$ cat src/rtl/wb_ddr_arbiter_pkg.sv
// Shared definitions for the LM32-to-DDR Wishbone arbiter: bus widths,
// arbiter state encodings and the state-to-grant mapping.
package wb_ddr_arbiter_pkg;

    localparam int SEL_W  = 4;
    localparam int DATA_W = 32;
    localparam int ADR_W  = 32;

    typedef enum logic [1:0] {
        ST_IDLE = 2'd0,
        ST_BUS0 = 2'd1,
        ST_BUS1 = 2'd2
    } arb_state_e;

    // One-hot owner for a given arbiter state; idle and unused codes own nothing.
    function automatic logic [1:0] state_grant(input arb_state_e st);
        logic [1:0] g;
        case (st)
            ST_BUS0: g = 2'b01;
            ST_BUS1: g = 2'b10;
            default: g = 2'b00;
        endcase
        return g;
    endfunction

endpackage

$ cat src/rtl/wb_watchdog.sv
// Bus watchdog: counts unacknowledged strobe cycles, flags expiry and keeps a
// saturating tally of expiry events.
module wb_watchdog #(
    parameter int timeout    = 1024,
    parameter int tcnt_width = 8
) (
    input  logic                  clk,
    input  logic                  reset,
    input  logic                  active,
    input  logic                  stb,
    input  logic                  ack,
    output logic                  expire,
    output logic [tcnt_width-1:0] timeout_cnt
);

    localparam int CW = $clog2(timeout);
    localparam logic [CW-1:0] LIMIT = CW'(timeout - 1);

    logic [CW-1:0]         cnt_r;
    logic [tcnt_width-1:0] tcnt_r;
    logic                  waiting_s;

    // An ack in the final cycle beats the watchdog.
    assign waiting_s   = active & stb & ~ack;
    assign expire      = waiting_s & (cnt_r == LIMIT);
    assign timeout_cnt = tcnt_r;

    // Wait counter: advances while a strobe is unanswered, clears otherwise.
    always_ff @(posedge clk) begin
        if (reset) begin
            cnt_r <= '0;
        end else if (waiting_s && !expire) begin
            cnt_r <= cnt_r + CW'(1);
        end else begin
            cnt_r <= '0;
        end
    end

    // Expiry event tally, saturating at all-ones.
    always_ff @(posedge clk) begin
        if (reset) begin
            tcnt_r <= '0;
        end else if (expire && (tcnt_r != '1)) begin
            tcnt_r <= tcnt_r + tcnt_width'(1);
        end else begin
            tcnt_r <= tcnt_r;
        end
    end

endmodule

$ cat src/rtl/wb_ddr_arbiter.sv
// Two-master round-robin Wishbone arbiter with cyc-based bus lock, sharing the
// DDR controller port between the LM32 instruction and data buses.
module wb_ddr_arbiter
    import wb_ddr_arbiter_pkg::*;
#(
    parameter int timeout    = 1024,
    parameter int tcnt_width = 8
) (
    input  logic                  clk,
    input  logic                  reset,
    input  logic                  m0_cyc,
    input  logic                  m0_stb,
    input  logic                  m0_we,
    input  logic [SEL_W-1:0]      m0_sel,
    input  logic [ADR_W-1:0]      m0_adr,
    input  logic [DATA_W-1:0]     m0_dat_w,
    output logic [DATA_W-1:0]     m0_dat_r,
    output logic                  m0_ack,
    output logic                  m0_err,
    input  logic                  m1_cyc,
    input  logic                  m1_stb,
    input  logic                  m1_we,
    input  logic [SEL_W-1:0]      m1_sel,
    input  logic [ADR_W-1:0]      m1_adr,
    input  logic [DATA_W-1:0]     m1_dat_w,
    output logic [DATA_W-1:0]     m1_dat_r,
    output logic                  m1_ack,
    output logic                  m1_err,
    output logic                  s_cyc,
    output logic                  s_stb,
    output logic                  s_we,
    output logic [SEL_W-1:0]      s_sel,
    output logic [ADR_W-1:0]      s_adr,
    output logic [DATA_W-1:0]     s_dat_w,
    input  logic [DATA_W-1:0]     s_dat_r,
    input  logic                  s_ack,
    output logic [1:0]            grant,
    output logic [tcnt_width-1:0] timeout_cnt
);

    arb_state_e state_r;
    logic       last_r;
    logic       expire_s;
    logic       wd_active_s;
    logic       wd_stb_s;

    assign grant    = state_grant(state_r);
    assign m0_dat_r = s_dat_r;
    assign m1_dat_r = s_dat_r;

    // Watchdog inputs depend only on state and master strobes, never on the muxed outputs.
    assign wd_active_s = (state_r == ST_BUS0) || (state_r == ST_BUS1);
    assign wd_stb_s    = ((state_r == ST_BUS0) && m0_stb) || ((state_r == ST_BUS1) && m1_stb);

    wb_watchdog #(
        .timeout    (timeout),
        .tcnt_width (tcnt_width)
    ) u_watchdog (
        .clk         (clk),
        .reset       (reset),
        .active      (wd_active_s),
        .stb         (wd_stb_s),
        .ack         (s_ack),
        .expire      (expire_s),
        .timeout_cnt (timeout_cnt)
    );

    // Arbitration FSM; last_r names the most recent owner so the other wins a tie.
    always_ff @(posedge clk) begin
        if (reset) begin
            state_r <= ST_IDLE;
            last_r  <= 1'b1;
        end else begin
            case (state_r)
                ST_IDLE: begin
                    if (m0_cyc && m1_cyc) begin
                        state_r <= last_r ? ST_BUS0 : ST_BUS1;
                    end else if (m0_cyc) begin
                        state_r <= ST_BUS0;
                    end else if (m1_cyc) begin
                        state_r <= ST_BUS1;
                    end else begin
                        state_r <= ST_IDLE;
                    end
                end
                ST_BUS0: begin
                    if (expire_s || !m0_cyc) begin
                        state_r <= ST_IDLE;
                        last_r  <= 1'b0;
                    end else begin
                        state_r <= ST_BUS0;
                    end
                end
                ST_BUS1: begin
                    if (expire_s || !m1_cyc) begin
                        state_r <= ST_IDLE;
                        last_r  <= 1'b1;
                    end else begin
                        state_r <= ST_BUS1;
                    end
                end
                default: begin
                    state_r <= ST_IDLE;
                end
            endcase
        end
    end

    // Slave-side mux and master responses; only the owner sees ack or err.
    always_comb begin
        s_cyc   = 1'b0;
        s_stb   = 1'b0;
        s_we    = 1'b0;
        s_sel   = '0;
        s_adr   = '0;
        s_dat_w = '0;
        m0_ack  = 1'b0;
        m0_err  = 1'b0;
        m1_ack  = 1'b0;
        m1_err  = 1'b0;
        case (state_r)
            ST_BUS0: begin
                s_cyc   = m0_cyc;
                s_stb   = m0_stb & ~expire_s;
                s_we    = m0_we;
                s_sel   = m0_sel;
                s_adr   = m0_adr;
                s_dat_w = m0_dat_w;
                m0_ack  = s_ack & m0_stb;
                m0_err  = expire_s;
            end
            ST_BUS1: begin
                s_cyc   = m1_cyc;
                s_stb   = m1_stb & ~expire_s;
                s_we    = m1_we;
                s_sel   = m1_sel;
                s_adr   = m1_adr;
                s_dat_w = m1_dat_w;
                m1_ack  = s_ack & m1_stb;
                m1_err  = expire_s;
            end
            default: begin
                s_cyc = 1'b0;
            end
        endcase
    end

endmodule

$ cat config.mk
export PLATFORM = sky130hd
export DESIGN_NAME = wb_ddr_arbiter
export DESIGN_NICKNAME = d
export VERILOG_FILES = /design/src/rtl/wb_ddr_arbiter_pkg.sv /design/src/rtl/wb_watchdog.sv /design/src/rtl/wb_ddr_arbiter.sv
export SDC_FILE = /design/constraint.sdc
export NUM_CORES = 1
export LEC_CHECK = 0
export ABC_CLOCK_PERIOD_IN_PS = 1800
export BUFFER_PORTS_ARGS = -buffer_cell sky130_fd_sc_hd__buf_2
export CAP_MARGIN = 5
export CORE_AREA = 3 3 126 128
export CTS_CLUSTER_SIZE = 28
export DETAILED_ROUTE_END_ITERATION = 10
export DIE_AREA = 0 0 129 131
export REMOVE_ABC_BUFFERS = 1
export SKIP_LAST_GASP = 1
export SYNTH_ARGS = -nofsm -noshare
export SYNTH_HDL_FRONTEND = slang
export SYNTH_SLANG_ARGS = --single-unit
$ cat constraint.sdc
create_clock -name clk -period 1.8 [get_ports clk]
set_input_delay 0.27 -clock clk [delete_from_list [all_inputs] [get_ports clk]]
set_output_delay 0.27 -clock clk [all_outputs]
set_load 0.1 [all_outputs]
==> flow_summary.yaml <==
min_path:
  hold_depth: 3
  hold_end: "state_r[0]"
  hp-class: "primary input to register"
  hp-start: "m0_cyc"
outcome:
  violations: "negative setup slack"
  run_status: "finished, violations left"
placed_design:
  dp_hpwl_mm: 10.90
  gp_congestion: 0.7401
  dp_slack_ns: -0.2044
  io_buffers: 229
route:
  viasPerCell: 4.727
  drtAntennaViolNets: 0
  first_pass_iters: 5
  wl_per_cell_um: 21.04
  dr.first_iter.drc_count: 196
  detail_route.drc_violations: 0
  routed_wl_mm: 15.17
  dr_total_vias: 3408
synth:
  synth_edf_count: 0
  yosysTopAreaCell: "a22oi_1"
  netlist_top_cells_area: "a22oi_1 20%, buf_4 18%, nor2b_1 17%"
  synth_common_cells: "71 x a22oi_1, 71 x nor2b_1, 64 x buf_4, 22 x clkbuf_1, 21 x dfxtp_1"
  synth-xor-area-share: 0.02673
  ys_seq_area_frac: 0.1604
  postSynthCellCount: 351
  synth_compound_area_frac: 0.2563
  postSynth.asyncResetShare: 0
  synth_simple_gate_area_frac: 0.2778
  synth_mux_area_frac: 0.004296
  synth.avg_cell_area_um2: 7.468
  synthAdderAreaFrac: 0.03819
  synth_top_area_frac: 0.2033
  yosysWarningCount: 0
  ys.flop_type: "dfxtp_1"
  ys_ff_latch: 21
  netlist_area_um2: 2621
  ys_types: 34
  synth_top_family_by_area: "simple AND/OR/NAND/NOR gates"
floorplanning:
  dieHeight_um: 131
  die-area_um2: 16900
  core_um2: 14980
  rows: 45
  die_x_um: 129
  io_pins: 326
  initial_utilization: 0.1750
sta:
  fin_skew_ns: 0.002556
  min_period_ns: 2.022
  clock.fmax_ghz: 0.4946
  finalCritPeriodShare: 1.123
  max_slew.worst_pin.slew_ns: 0.7192
  relSlewSlack: 0.5188
  rsz0062_at_grt: "yes"
  final.setup.worst_slack_ns: -0.2219
  finalHoldViolations: 0
  finalMaxSlewViolations: 0
  setup_violations: 83
  setup_tns_ns: -12.73
critical_path:
  crit_required_ns: 1.53
  r2r_cells: 8
  cp-startpoint: "state_r[0]"
  cp-end-kind: "primary output"
  reg2reg_to: "u_watchdog.timeout_cnt[5]"
  cp-start-kind: "register"
  critPathMaxFanout: 28
  rrSetupSlack_ns: -0.19
  crit_type: "register to primary output"
  arrival_ns: 1.75
  r2r-start: "state_r[0]"
global_routing:
  grt_max_degree: 48
  first_global_vias: 3096
  grt_pass1_wl_mm: 19.13
  grt_overflow: 0
  antenna_found_initial: 0
  grt_usage: 0.1468
clock_network:
  ctsLongestPathBuffers: 2
  clock_latency_ns: 0.25
  cts_tree: "yes"
  clock-sinks: 21
  numCtsBuffers: 3
  root_buffer: "clkbuf_16"
  htreeDepth: 1
  cts_hold_buf: 0
  cts.clk_slew.worst_paths_ns: 0.06
layout:
  regArea_um2: 422.9
  num-nets-final: 719
  num_antenna_cells: 0
  syn2layout_area_growth_pct: 122.1
  final_core_util: 0.3888
  multiInputGateArea_um2: 2110
  fill_cells: 1473
  final_layout_size_suffix_gt1_frac: 0.7749
job:
  cap_violations: 0
pwr:
  p_leak_uw: 0.002234
  irDropWorstVdd_mv: 0.2288
  powerDensity_nw_per_um2: 469.3
  p_total_uw: 2733
==> worst max path at each step <==
stage                                      endpoint  slack, ns  depth (start not counted)
final                                    s_dat_w[4]      -0.22                          7
after global placement    u_watchdog.timeout_cnt[0]      -0.16                          7
after detailed placement  u_watchdog.timeout_cnt[0]      -0.20                          7
after CTS                               s_dat_w[22]      -0.24                          8
after global routing                      s_adr[26]      -0.29                          8
after floorplan                              m0_err      -2.15                          5
==> layout by cell type, fill, tap and decap left out, types with 2 or more instances in the layout <==
master / n
buf_2: 155
nor2b_2: 62
buf_12: 62
a22oi_2: 52
clkbuf_16: 25
a22oi_1: 19
dfxtp_1: 19
nor2_1: 13
buf_4: 11
nor2b_1: 9
buf_8: 9
nand2_1: 7
buf_6: 7
inv_1: 6
nand3_1: 6
a21oi_1: 5
o31ai_1: 5
xor2_1: 5
ha_1: 5
a21oi_2: 4
nand4_1: 3
or3_1: 3
xnor2_1: 3
or4_4: 3
ha_4: 3
buf_16: 3
inv_2: 2
and3_4: 2
and4_1: 2
o21ai_0: 2
dfxtp_2: 2
==> report_power, final <==
group	internal [uW]	switching (uW)
clock	302	167
combinational	773	1010
sequential	473	4.58
total	1550	1190
==> worst max-delay path, stage by stage, from the launching register on <==
cell     delay [ns]
dfxtp_2        0.32
inv_2          0.08
buf_6          0.11
ha_4           0.18
buf_12         0.21
a22oi_1        0.15
nor2b_1        0.22
buf_12         0.21
==> area by class of cell <==
type,instances,share of cell area
Timing Repair Buffer,269,0.5060
Multi-Input combinational cell,231,0.3623
Sequential cell,21,0.07263
Tap cell,188,0.04040
Clock buffer,4,0.01354
Inverter,8,0.005157
==> registers in the layout, indices dropped and copies added (netlist names) <==
| name | flops |
|---|---|
| u_watchdog.cnt_r | 10 |
| u_watchdog.timeout_cnt | 8 |
| state_r | 2 |
| last_r | 1 |
==> layer usage <==
layer | global-route usage | wire length (um) | up-vias | part of all wire
met5 | 0.05000 | 53 | - | 0.0035
met4 | 0.01297 | 66 | 2 | 0.0044
met3 | 0.09187 | 1828 | 8 | 0.12
met2 | 0.1881 | 6686 | 204 | 0.44
met1 | 0.2076 | 6535 | 1643 | 0.43
li1 | - | - | 1551 | -
==> logic make-up (layout without fill, tap and decap cells) <==
| logic type | Yosys count | after routing |
|---|---|---|
| AND/OR/NAND/NOR | 121 | 121 |
| flip-flops | 21 | 21 |
| adder cells (fa/ha/maj) | 8 | 8 |
| XOR/XNOR | 8 | 8 |
| AO/OA/AOI/OAI | 93 | 93 |
| buffers and inverters | 99 | 281 |
| multiplexers | 1 | 1 |
==> stage by stage <==
stage               std cells  hold WS (ns)  cell area (um2)
floorplan                 260        0.3391             2032
global placement          703        0.4867             4780
detailed placement        703        0.4899             4780
CTS                       718        0.2593             5325
global route              721        0.2869             5823
finish                    721        0.2645             5823
==> what timing repair did <==
| action | CTS | global route |
|---|---|---|
| gates resized for setup | 71 | 117 |
| pin swaps | 17 | 41 |
| gates cloned | 4 | 4 |
| setup buffers | 7 | 1 |
| endpoints found under the setup margin | 85 | 84 |
(Power assumes the default switching activity.)
